[src/rtl/sequence_detector_param.sv]
// Run-time programmable serial bit-pattern detector with a registered one-cycle match pulse.
// Optional saturating match counter is built when SEQ_DET_MATCH_COUNT_EN is defined.
module sequence_detector_param #(
  parameter int                 MAX_LEN       = 8,
  parameter int                 CNT_W         = 16,
  parameter logic [MAX_LEN-1:0] RESET_PATTERN = MAX_LEN'(8'b0000_1011),
  parameter int                 RESET_LEN     = 4,
  parameter bit                 RESET_OVERLAP = 1'b1
) (
  input  logic                       clock,
  input  logic                       reset,
  input  logic                       sequence_in,
  input  logic                       in_valid,
  input  logic                       cfg_load,
  input  logic [MAX_LEN-1:0]         cfg_pattern,
  input  logic [$clog2(MAX_LEN):0]   cfg_len,
  input  logic                       cfg_overlap,
  output logic                       detector_out,
  output logic                       cfg_err,
  output logic [CNT_W-1:0]           match_count
);

  localparam int LEN_W = $clog2(MAX_LEN) + 1;

  typedef enum logic {FILL = 1'b0, HUNT = 1'b1} state_e;

  state_e             state_q, state_d;
  logic [MAX_LEN-1:0] pat_q, pat_d;
  logic [LEN_W-1:0]   len_q, len_d;
  logic               ovl_q, ovl_d;
  logic [MAX_LEN-1:0] hist_q, hist_d;
  logic [LEN_W-1:0]   fill_q, fill_d;
  logic               det_q, det_d;
  logic               err_q, err_d;

  logic [MAX_LEN-1:0] shifted;
  logic [MAX_LEN-1:0] mask;
  logic [LEN_W-1:0]   fill_inc;
  logic               cfg_ok;
  logic               match;

  always_ff @(posedge clock or negedge reset) begin
    if (!reset) begin
      state_q <= FILL;
      pat_q   <= RESET_PATTERN;
      len_q   <= LEN_W'(RESET_LEN);
      ovl_q   <= RESET_OVERLAP;
      hist_q  <= '0;
      fill_q  <= '0;
      det_q   <= 1'b0;
      err_q   <= 1'b0;
    end else begin
      state_q <= state_d;
      pat_q   <= pat_d;
      len_q   <= len_d;
      ovl_q   <= ovl_d;
      hist_q  <= hist_d;
      fill_q  <= fill_d;
      det_q   <= det_d;
      err_q   <= err_d;
    end
  end

  always_comb begin
    state_d  = state_q;
    pat_d    = pat_q;
    len_d    = len_q;
    ovl_d    = ovl_q;
    hist_d   = hist_q;
    fill_d   = fill_q;
    det_d    = 1'b0;
    err_d    = err_q;
    match    = 1'b0;
    shifted  = {hist_q[MAX_LEN-2:0], sequence_in};
    // In HUNT the window is already full, so fill stays pinned at len.
    fill_inc = (state_q == HUNT) ? fill_q : fill_q + LEN_W'(1);
    cfg_ok   = (cfg_len != '0) && (cfg_len <= LEN_W'(MAX_LEN));
    for (int i = 0; i < MAX_LEN; i++) begin
      mask[i] = (LEN_W'(i) < len_q);
    end

    if (cfg_load && cfg_ok) begin
      pat_d   = cfg_pattern;
      len_d   = cfg_len;
      ovl_d   = cfg_overlap;
      hist_d  = '0;
      fill_d  = '0;
      err_d   = 1'b0;
      state_d = FILL;
    end else begin
      if (cfg_load) begin
        err_d = 1'b1;
      end
      if (in_valid) begin
        hist_d = shifted;
        fill_d = fill_inc;
        match  = (fill_inc == len_q) && (((shifted ^ pat_q) & mask) == '0);
        case (state_q)
          FILL:    if (fill_inc == len_q) state_d = HUNT;
          default: state_d = HUNT;
        endcase
        if (match) begin
          det_d = 1'b1;
          if (!ovl_q) begin
            fill_d  = '0;
            state_d = FILL;
          end
        end
      end
    end
  end

  assign detector_out = det_q;
  assign cfg_err      = err_q;

`ifdef SEQ_DET_MATCH_COUNT_EN
  logic [CNT_W-1:0] cnt_q;

  always_ff @(posedge clock or negedge reset) begin
    if (!reset) begin
      cnt_q <= '0;
    end else if (cfg_load && cfg_ok) begin
      cnt_q <= '0;
    end else if (match && (cnt_q != '1)) begin
      cnt_q <= cnt_q + CNT_W'(1);
    end
  end

  assign match_count = cnt_q;
`else
  assign match_count = '0;
`endif

endmodule

[config.mk]
export PLATFORM = sky130hd
export DESIGN_NAME = sequence_detector_param
export DESIGN_NICKNAME = d
export VERILOG_FILES = /design/src/rtl/sequence_detector_param.sv
export SDC_FILE = /design/constraint.sdc
export NUM_CORES = 1
export LEC_CHECK = 0
export ABC_AREA = 1
export CAP_MARGIN = 5
export CORE_MARGIN = 4
export CORE_UTILIZATION = 23
export DETAILED_ROUTE_END_ITERATION = 10
export PLACE_DENSITY_LB_ADDON = 0.08
export SYNTH_ARGS = -nofsm -noshare
export SYNTH_HDL_FRONTEND = slang
export SYNTH_SLANG_ARGS = --single-unit
export TNS_END_PERCENT = 50
[constraint.sdc]
create_clock -name clock -period 1.6 [get_ports clock]
set_input_delay 0.4 -clock clock [delete_from_list [all_inputs] [get_ports clock]]
set_output_delay 0.4 -clock clock [all_outputs]
set_load 0.01 [all_outputs]
Yosys cells after proc, flatten, opt, wreduce, memory -nomap -nowiden
Index checks and enable logic that the tools add are counted.
{"block": "classes", "n_reduce_logical": 7, "n_addsub": 1, "bitwise_logic": 2, "muxes": 18, "n_eq_ne": 1, "magnitude_cmp": 9}
{"operator": "4-bit two-way mux", "n": 5}
{"operator": "3-bit by 4-bit < comparator with 1-bit output, first input constant", "n": 4}
{"operator": "7-bit two-way mux", "n": 2}
{"operator": "1-bit two-way mux", "n": 11}
{"operator": "8-bit bitwise AND", "n": 1}
{"operator": "8-bit zero test", "n": 1}
{"operator": "1-bit by 4-bit < comparator with 1-bit output, first input constant", "n": 2}
{"operator": "2-bit by 4-bit < comparator with 1-bit output, first input constant", "n": 2}
{"operator": "8-bit bitwise XOR", "n": 1}
{"operator": "4-bit by 1-bit adder with 4-bit output, second input constant", "n": 1}
{"operator": "4-bit equality test", "n": 1}
{"operator": "4-bit less-or-equal comparator, second input constant", "n": 1}
{"operator": "2-bit nonzero test", "n": 2}
{"operator": "4-bit nonzero test", "n": 1}
{"operator": "1-bit logical AND", "n": 3}
{"block": "word_totals", "inputBits": 18, "out_inout_bits": 18, "reg_bits": 27, "word_cells": 46}

Depth between registers and ports, before layout
Gate-level depths: netlist (run 1).
{"block": "logic_depth", "word_depth": 9, "depth_mapped": 12, "depth_no_buf": 12}

Least setup slack after synthesis (run 1)
No wires, ideal clock.
{"block": "synth_timing", "path_kind": "register to register", "startpoint": "register fill_q[0]", "endpoint": "register fill_q[0]", "arrival_ns": 1.397, "synth_period_minus_slack_ns": 1.515, "setup_slack_ns": 0.085, "stages_incl_launch_ff": 12, "n_path_buf": 0, "required_time_ns": 1.483, "setup_ns": 0.117, "cell_sequence": "dfrtp_1 ha_1 nand2_1 nand2_1 nand2_1 nand2_1 nor2_1 nand2_1 nor2_4 nand3_2 nand3_1 nand2_1"}
{"block": "synth_between", "elab_chain_len": 7, "elab_cells_between_ends": 8, "classes_between": "add/sub: 1; eq/ne: 1; mux: 5; reduce/logical: 1"}
{"item": "start: declaration", "line_no": "32", "text": "logic [LEN_W-1:0] fill_q, fill_d;"}
{"item": "start signal: assignment", "line_no": "58", "text": "fill_q <= fill_d;"}
{"item": "4-bit by 1-bit adder with 4-bit output", "line_no": "76", "text": "fill_inc = (state_q == HUNT) ? fill_q : fill_q + LEN_W'(1);"}
{"item": "4-bit two-way mux *", "line_no": "76"}
{"item": "4-bit equality test", "line_no": "97", "text": "match = (fill_inc == len_q) && (((shifted ^ pat_q) & mask) == '0);"}
{"item": "1-bit logical AND", "line_no": "97"}
{"item": "4-bit two-way mux *", "line_no": "102", "text": "if (match) begin"}
{"item": "4-bit two-way mux *", "line_no": "94", "text": "if (in_valid) begin"}
{"item": "4-bit two-way mux *", "line_no": "82", "text": "if (cfg_load && cfg_ok) begin"}
Every way passes the cells marked *; elsewhere a longest branch is shown, timed or not. The select of a mux whose other input is x is not followed.
A chain may end at the register's enable or synchronous reset.

Worst setup path in the final report (run 1)
{"block": "layout_timing", "startpoint": "register fill_q[1]", "endpoint": "register state_q"}
{"block": "layout_between", "elab_chain_len": 9, "elab_cells_between_ends": 10, "classes_between": "add/sub: 1; eq/ne: 1; mux: 7; reduce/logical: 1"}
{"item": "4-bit by 1-bit adder with 4-bit output", "line_no": "76"}
{"item": "4-bit two-way mux *", "line_no": "76"}
{"item": "4-bit equality test *", "line_no": "97, 99"}
{"item": "1-bit two-way mux", "line_no": "99", "text": "FILL: if (fill_inc == len_q) state_d = HUNT;"}
{"item": "1-bit two-way mux", "line_no": "98", "text": "case (state_q)"}
{"item": "1-bit two-way mux", "line_no": "104", "text": "if (!ovl_q) begin"}
{"item": "1-bit two-way mux *", "line_no": "102"}
{"item": "1-bit two-way mux *", "line_no": "94"}
{"item": "1-bit two-way mux *", "line_no": "82"}
{"item": "end signal: assignment", "line_no": "53", "text": "state_q <= state_d;"}
{"item": "end: declaration", "line_no": "27", "text": "state_e state_q, state_d;"}
Marked as above.

==> results_dict.tcl, run 1 <==
set metrics [dict create \
    critPathKind "flop to flop" \
    synth_top_cell_area_share 0.357 \
    num_antenna_cells 0 \
    initial_utilization 0.240 \
    wl_per_cell_um 11.7 \
    clk_latency_ns 0.28 \
    cp-start-kind "flop" \
    grt_max_degree 28 \
    ys_warn_count 0 \
    crit_slowest_cell "dfrtp_1" \
    synthMuxAreaShare 0 \
    synth.most_common_cell "nand2_1" \
    synth-seq-cells 27 \
    routed_wl_um 3780 \
    post-dp-hpwl_um 3070 \
    violations "setup timing" \
    synth-xor-area-share 0.0170 \
    maxCapViolCount 0 \
    async_flop_share 1.00 \
    synth_compound_area_frac 0.0737 \
    synth.top_cells.by_count "83 x nand2_1, 25 x inv_1, 22 x dfrtp_1" \
    setup_violations 5 \
    initialDrtViolationCount 32 \
    synth-seq-area-share 0.442 \
    synth.distinct_cells 25 \
    root_buffer "clkbuf_8" \
    grt_antenna_before_repair 0 \
    post_route_cells_drive_above_1_share 0.154 \
    fin_util 0.305 \
    r2r_slack_ns -0.08 \
    synth-simple-area-share 0.307 \
    design.die.area_um2 8090 \
    critPathRequiredTime_ns 1.78 \
    vdd_ir_drop_max_v 0.000372 \
    min_period_over_period 1.05 \
    grt.overflow.total 0 \
    nNetsFinal 266 \
    post_synth_fa_ha_maj_area_fraction 0.00810 \
    cts_buffers 3 \
    slew_violations 0 \
    core_area_um2 6420 \
    grt_pass1_vias 1334 \
    status "finished, violations left" \
    leakage_nw 1.01 \
    ctsHtreeMaxLevel 1 \
    synthCells 211 \
    clock_skew_ns 0.00668 \
    hold_path.class "input port to asynchronous set/reset pin" \
    ant_nets 0 \
    core.rowCount 29 \
    whs_ns 0.463 \
    synth_area_um2 1540 \
    max_clock_freq_ghz 0.596 \
    avgSynthCellArea_um2 7.32 \
    max_stage_delay_ns 0.41 \
    synth_edf_count 0 \
    synthTopCellsByArea "dfrtp_1 36%, nand2_1 20%, dfstp_2 8.5%" \
    viasPerCell 4.04 \
    ys.flop_type "dfrtp_1" \
    path_cells "ha_1 > nand2_2 > nand2_2 > nand2_1 > nand2_1 > nor2_1 > nand2_1 > nor2_4 > nand3_4 > nor2_2 > nor2_1" \
    drc 0 \
    rsz0062_at_grt "true" \
    ios 36 \
    crit_path_end_kind "flop" \
    cp_max_fo 5 \
    grt_pass1_wl_um 6380 \
    vias 1304 \
    period_minus_slack_ns 1.68 \
    timing.final.ws_setup_ns -0.0779 \
    power.density_nw_per_um2 1050 \
    grtUsageTotal 0.0987 \
    cts_buffer_depth 2 \
    die_w_um 89.9 \
    synth_top_family_by_area "simple AND/OR/NAND/NOR gates" \
    cpMostUsedCell "nand2_1" \
    final_hold_viol_count 0 \
    cts_sinks 27 \
    firstDrtPassIters 4 \
    synth_area_leader_cell "dfrtp_1" \
    portBuffers 19 \
    cts_tree "built" \
    clk_pin_slew_worst_paths_ns 0.10 \
    syn2layout_area_growth_pct 26.9 \
    arrival_ns 1.86 \
    die_y_um 89.9 \
    gp_congestion 0.722 \
]
## worst max-delay path, delay by kind of cell (launching register included)
kind          cells  cell delay [ns]
flops             1             0.41
fa+ha+maj         1             0.31
simple gates     10             0.87
## per-stage QoR
step / worst slack, ns / total power, mW / instance area [um^2] / cells / TNS, ns
after CTS: -0.0567 / 2.04 / 1930 / 322 / -0.253
after floorplan: 0.0853 / 1.34 / 1600 / 226 / 0
after global placement: -0.378 / 1.61 / 1870 / 318 / -7.00
after detailed placement: -0.363 / 1.60 / 1870 / 318 / -7.04
final: -0.0779 / 2.06 / 1960 / 323 / -0.249
after global routing: -0.233 / 2.25 / 1960 / 323 / -1.25
## cell families after synthesis
family / after synthesis
other: 1
and+or+nand+nor: 113
xor gates and xnor gates: 3
buffers and inverters: 45
AOI/OAI and AO/OA: 21
DFF: 27
adders and majority gates: 1
## cell type report
class	instances	area [um^2]
Multi-Input combinational cell	154	716
Tap cell	77	96.3
Inverter	27	104
Fill cell	721	4460
Timing Repair Buffer	34	313
Clock inverter	1	7.51
Sequential cell	27	682
Clock buffer	3	41.3
## where the power goes
group | internal (mW) | leakage (nW) | switching, mW
Combinational | 0.343 | 0.646 | 0.422
Sequential | 0.796 | 0.338 | 0.0829
Clock | 0.177 | 0.0217 | 0.239
Total | 1.32 | 1.01 | 0.744
## repair_timing
| action | in CTS | in global routing |
|---|---|---|
| pin swaps | 0 | 8 |
| setup buffers | 0 | 1 |
| gates resized for setup | 3 | 7 |
| hold buffers | 0 | 0 |
| setup endpoints to repair | 8 | 10 |
## sequential cells by signal, summed over array words and instances, names as in the netlist
signal	cells
fill_q	4
detector_out	1
pat_q	8
hist_q	7
cfg_err	1
ovl_q	1
state_q	1
len_q	4
## cell usage in the layout (no fill, tap or decap), drive strengths merged
cell / instances
or2: 1
ha: 1
buf: 15
nand4: 1
nor2: 12
nand3: 13
clkinvlp: 1
xor2: 3
o22ai: 5
dfstp: 5
inv: 27
nand2: 85
dfrtp: 22
clkbuf: 3
o21a: 1
a21oi: 1
o21ai: 14
clkdlybuf4s50: 17
conb: 16
dlygate4sd2: 2
nand3b: 1
## path summary, 6_finish.rpt
check	depth (start not counted)	endpoint	from
max	11	state_q	fill_q[1]
min	2	hist_q[2]	reset
max reg2reg	11	state_q	fill_q[1]
min reg2reg	2	pat_q[1]	pat_q[1]
max in group asynchronous	2	len_q[2]	reset
min in group clock	2	pat_q[1]	pat_q[1]
## metal layers
metal / track usage / vias to the layer above / wire length [um]
li1: - / 688 / -
met1: 0.129 / 587 / 1900
met2: 0.167 / 25 / 1700
met3: 0.0217 / 4 / 142
met4: 0.0230 / 0 / 34
met5: 0 / - / 0
Note: power is estimated with default switching activity, not from simulation.
==> inputs of run 2 (changes only) <==
--- a/config.mk
+++ b/config.mk
@@ -6,10 +6,13 @@
 export NUM_CORES = 1
 export LEC_CHECK = 0
 export ABC_AREA = 1
+export ABC_CLOCK_PERIOD_IN_PS = 1600
 export CAP_MARGIN = 5
 export CORE_MARGIN = 4
 export CORE_UTILIZATION = 23
 export DETAILED_ROUTE_END_ITERATION = 10
+export GPL_TIMING_DRIVEN = 0
+export HOLD_SLACK_MARGIN = 0.15
 export PLACE_DENSITY_LB_ADDON = 0.08
 export SYNTH_ARGS = -nofsm -noshare
 export SYNTH_HDL_FRONTEND = slang
==> results_dict.tcl, run 2 (synthesized netlist as in run 1, its figures left out) <==
set metrics [dict create \
    status "finished, violations left" \
    violations "setup timing" \
    cts_sinks 27 \
    portBuffers 19 \
    fin_cells 334 \
    period_minus_slack_ns 1.67 \
    min_period_over_period 1.04 \
    clk_latency_ns 0.28 \
    fin_util 0.318 \
    largest_reg_flops 8 \
    p_sw_uw 743 \
    grtUsageTotal 0.0966 \
    ff_latch_area_um2 682 \
    routed_wl_um 3750 \
    ios 36 \
    grt_antenna_before_repair 0 \
    cp_max_fo 5 \
    design.die.area_um2 8090 \
    power.density_nw_per_um2 1010 \
    setup_violations 5 \
    arrival_ns 1.85 \
    n_fill_cell 695 \
    final_common_cell "nand2_1" \
    dp.cells 322 \
    core_area_um2 6420 \
    max_clock_freq_ghz 0.600 \
    r2r-end "state_q" \
    vias 1316 \
    leakage_nw 1.07 \
    worst_pin_slew_ns 0.624 \
    crit_slowest_cell "dfrtp_1" \
    power.share.clock 0.197 \
    timing.final.ws_setup_ns -0.0677 \
    max-slew-margin-rel 0.584 \
    stdcell_area_um2 2040 \
    final_cell_mix "79 x nand2_1, 24 x buf_4, 23 x inv_1" \
    critPathRequiredTime_ns 1.78 \
    grt_pass1_vias 1343 \
    grt_max_degree 28 \
    slew_violations 0 \
    hold_buffers 0 \
    seqPwrFrac 0.425 \
    cpMostUsedCell "nand2_1" \
    root_buffer "clkbuf_8" \
    whs_ns 0.125 \
    path_cells "ha_1 > nand2_2 > nand2_2 > nand2_1 > nand2_1 > nor2_1 > nand2_1 > nor2_4 > nand3_4 > nor2_2 > nor2_2" \
    cell_internal_pwr_mw 1.32 \
    swShare 0.361 \
    ctsHtreeMaxLevel 1 \
    viasPerCell 3.94 \
    num_antenna_cells 0 \
    top_register "pat_q" \
    nNetsFinal 277 \
    initial_utilization 0.240 \
    firstDrtPassIters 4 \
    endpoint "state_q" \
    critPathKind "flop to flop" \
    cts_tree "built" \
    r2r_slack_ns -0.07 \
    wl_per_cell_um 11.2 \
    placed_cell_area_um2 1880 \
    max_stage_delay_ns 0.39 \
    gp_congestion 0.733 \
    clk_pin_slew_worst_paths_ns 0.10 \
    crit_start "fill_q[1]" \
    grt.overflow.total 0 \
    maxCapViolCount 0 \
    post-dp-hpwl_um 2890 \
    drc 0 \
    die_y_um 89.9 \
    hold_path.class "input port to asynchronous set/reset pin" \
    cts_buffer_depth 2 \
    grt_pass1_wl_um 6380 \
    combPwrFrac 0.377 \
    r2r_start "fill_q[1]" \
    cp-start-kind "flop" \
    post_route_cells_drive_above_1_share 0.214 \
    crit_path_end_kind "flop" \
    initialDrtViolationCount 35 \
    cts_buffers 3 \
    total_power_mw 2.06 \
    final_hold_viol_count 0 \
    reg2regPathDepth 11 \
    core.rowCount 29 \
    die_w_um 89.9 \
    top_regs "pat_q x8, hist_q x7" \
    rsz0062_at_grt "true" \
    syn2layout_area_growth_pct 32.4 \
    vdd_ir_drop_max_v 0.000325 \
    pre_cts_slack_ns -0.496 \
    multi_input_area_um2 728 \
    tns_ns -0.181 \
    clock_skew_ns 0.00270 \
    ant_nets 0 \
]
-- run 2: changes by cell type in the layout (fill, tap and decap cells not counted), sizes merged --
cell,delta
buf,+12
clkinvlp,-1
clkinv,+1
clkdlybuf4s50,-1
-- run 2: cell type report --
| class | count | share of cell area |
|---|---|---|
| Buffer | 18 | 0.0698 |
| Clock buffer | 3 | 0.0202 |
| Clock inverter | 1 | 0.00245 |
| Inverter | 27 | 0.0520 |
| Multi-Input combinational cell | 154 | 0.356 |
| Sequential cell | 27 | 0.334 |
| Tap cell | 77 | 0.0471 |
| Timing Repair Buffer | 27 | 0.119 |
-- run 2: timing repair --
| action | CTS | global route |
|---|---|---|
| setup buffers | 4 | 4 |
| gates resized for setup | 10 | 18 |
| setup endpoints to repair | 26 | 22 |
| pin swaps | 1 | 10 |
-- run 2: how the worst min path moves through the flow --
| stage | endpoint | from | slack [ns] |
|---|---|---|---|
| 6_report | pat_q[2] | reset | 0.13 |
| 5_1_grt | pat_q[2] | reset | 0.18 |
| 2_1_floorplan | cfg_err | reset | 0.10 |
| 4_1_cts | pat_q[2] | reset | 0.16 |
| 3_3_place_gp | pat_q[1] | pat_q[1] | 0.47 |
| 3_5_place_dp | pat_q[2] | reset | 0.47 |
-- run 2: worst max-delay path: cells and delay by family (launching register included) --
kind                     cells  cell delay, ns
AND/OR/NAND/NOR             10            0.86
adder cells (fa/ha/maj)      1            0.30
flip-flops                   1            0.39
-- run 2: power by group through the flow --
stage | Clock [mW] | Combinational [mW] | Sequential (mW)
2_1_floorplan | 0 | 0.461 | 0.876
3_3_place_gp | 0 | 0.630 | 0.906
3_5_place_dp | 0 | 0.629 | 0.901
4_1_cts | 0.429 | 0.757 | 0.875
5_1_grt | 0.454 | 0.900 | 0.892
6_report | 0.406 | 0.776 | 0.876
-- run 2: routing by layer --
metal,wire (um),track usage,vias up
met3,146,0.0184,2
met2,1730,0.160,24
li1,-,-,713
met4,23,0.0306,0
met1,1860,0.127,577
met5,0,0,-
==> inputs of run 3 (changes only) <==
--- a/config.mk
+++ b/config.mk
@@ -14,6 +14,8 @@
 export GPL_TIMING_DRIVEN = 0
 export HOLD_SLACK_MARGIN = 0.15
 export PLACE_DENSITY_LB_ADDON = 0.08
+export SETUP_SLACK_MARGIN = 0.4
+export SKIP_LAST_GASP = 1
 export SYNTH_ARGS = -nofsm -noshare
 export SYNTH_HDL_FRONTEND = slang
 export SYNTH_SLANG_ARGS = --single-unit
==> results_dict.tcl, run 3 (synthesized netlist as in run 1, its figures left out) <==
set metrics [dict create \
    cts_buffer_depth 2 \
    die_w_um 89.9 \
    grt_pass1_wl_um 6860 \
    wl_met3_um 164 \
    grt_max_degree 16 \
    clock_skew_ns 0.00353 \
    crit_family "simple AND/OR/NAND/NOR gates" \
    maxCapViolCount 0 \
    clk_latency_ns 0.27 \
    num_antenna_cells 0 \
    crit_slowest_cell "dfrtp_1" \
    arrival_ns 1.81 \
    syn2layout_area_growth_pct 52.1 \
    path_cells "ha_1 > nand2_1 > nand2_1 > nand2_1 > nand2_1 > nor2_2 > nand2_2 > nor2_4 > nand3_4 > nor2_2 > nor2_1" \
    hold_path.class "input port to asynchronous set/reset pin" \
    worst_pin_slew_ns 0.752 \
    root_buffer "clkbuf_8" \
    cp-start-kind "flop" \
    top_regs "pat_q x8, hist_q x7" \
    power.density_nw_per_um2 937 \
    setup_violations 6 \
    top_register "pat_q" \
    hold_buffers 0 \
    grt_pass1_vias 1386 \
    grt_antenna_before_repair 0 \
    leakage_nw 1.22 \
    min_period_over_period 1.02 \
    grtUsageTotal 0.106 \
    initialDrtViolationCount 40 \
    rsz0062_at_grt "true" \
    fin_cells 346 \
    timing.final.ws_setup_ns -0.0380 \
    critPathKind "flop to flop" \
    gp_congestion 0.772 \
    slew_violations 0 \
    clk_pin_slew_worst_paths_ns 0.09 \
    post_route_cells_drive_above_1_share 0.316 \
    crit_buf_inv 0 \
    max_stage_delay_ns 0.39 \
    wl_per_cell_um 12.0 \
    design.die.area_um2 8090 \
    cpMostUsedCell "nand2_1" \
    firstDrtPassIters 4 \
    stdcell_area_um2 2350 \
    reg2regPathDepth 11 \
    period_minus_slack_ns 1.64 \
    final_hold_viol_count 0 \
    post-dp-hpwl_um 2960 \
    cp.depth 11 \
    largest_reg_flops 8 \
    r2r_start "fill_q[0]" \
    portBuffers 19 \
    wl_met2_um 2070 \
    drc 0 \
    cts_buffers 3 \
    final_cell_mix "72 x nand2_1, 29 x buf_4, 22 x inv_1, 22 x dfrtp_1, 16 x conb_1" \
    initial_utilization 0.240 \
    die_y_um 89.9 \
    core.rowCount 29 \
    endpoint "state_q" \
    vdd_ir_drop_max_v 0.000326 \
    crit_path_end_kind "flop" \
    core_area_um2 6420 \
    cts_sinks 27 \
    final_common_cell "nand2_1" \
    n_fill_cell 672 \
    nNetsFinal 289 \
    dp.cells 323 \
    viasPerCell 4.09 \
    ctsHtreeMaxLevel 1 \
    status "finished, violations left" \
    vias 1414 \
    routed.top_layer "met4" \
    drt-met1-wl_um 1870 \
    critPathRequiredTime_ns 1.78 \
    violations "setup timing" \
    routed_wl_um 4150 \
    max_clock_freq_ghz 0.610 \
    cts_tree "built" \
    max-slew-margin-rel 0.498 \
    r2r_slack_ns -0.04 \
    crit_start "fill_q[0]" \
    grt.overflow.total 0 \
    ant_nets 0 \
    cp_max_fo 5 \
    ios 36 \
    r2r-end "state_q" \
    placed_cell_area_um2 1930 \
]
run 3: cell count changes in the layout (fill, tap and decap cells not counted), moves of 3 or more:
| cell | change |
|---|---|
| nand2_1 | -7 |
| clkdlybuf4s50_1 | -6 |
| buf_4 | +5 |
| nand2_2 | +5 |
| o21ai_2 | +5 |
| buf_16 | +3 |
| buf_8 | +3 |
| o21ai_1 | -3 |
run 3: what timing repair did:
item | 4_1_cts | 5_1_grt
pin swaps | 6 | 6
cloned | 2 | 0
setup endpoints to repair | 30 | 44
resized for setup | 41 | 35
setup buffers | 12 | 5
run 3: per-layer routing:
metal,up-vias,global-route usage
met2,27,0.185
li1,744,-
met3,5,0.0209
met1,638,0.133
met4,0,0.0268
met5,-,0
run 3: final cells by class:
| cell class | instances | area (um^2) | area share |
|---|---|---|---|
| plain buffers | 18 | 150 | 0.0639 |
| multi-input cells | 154 | 815 | 0.347 |
| flip-flops and latches | 27 | 682 | 0.290 |
| well taps | 77 | 96.3 | 0.0410 |
| clock buffers | 4 | 45.0 | 0.0192 |
| repair buffers | 39 | 432 | 0.184 |
| inverters | 27 | 129 | 0.0549 |
run 3: power breakdown:
| part | internal [mW] | switching [mW] |
|---|---|---|
| logic | 0.441 | 0.487 |
| clock network | 0.179 | 0.218 |
| registers | 0.796 | 0.0808 |
run 3: worst min path at each step:
stage / start / cells after the start / end
after CTS: cfg_len[1] / 3 / len_q[1]
after global routing: reset / 1 / pat_q[2]
after floorplan: reset / 0 / cfg_err
after global placement: pat_q[0] / 2 / pat_q[0]
after detailed placement: pat_q[0] / 2 / pat_q[0]
final: reset / 1 / pat_q[2]
run 3: metrics by stage:
step	setup TNS (ns)	util	hold WS, ns	total power, mW	setup WS (ns)
after CTS	-0.244	0.345	0.355	2.13	-0.0588
after floorplan	0	-	0.104	1.34	0.0853
final	-0.128	0.366	0.175	2.20	-0.0380
after global routing	-1.07	0.366	0.223	2.38	-0.191
after global placement	-20.89	0.296	0.467	1.54	-0.524
after detailed placement	-10.42	0.300	0.471	1.55	-0.517
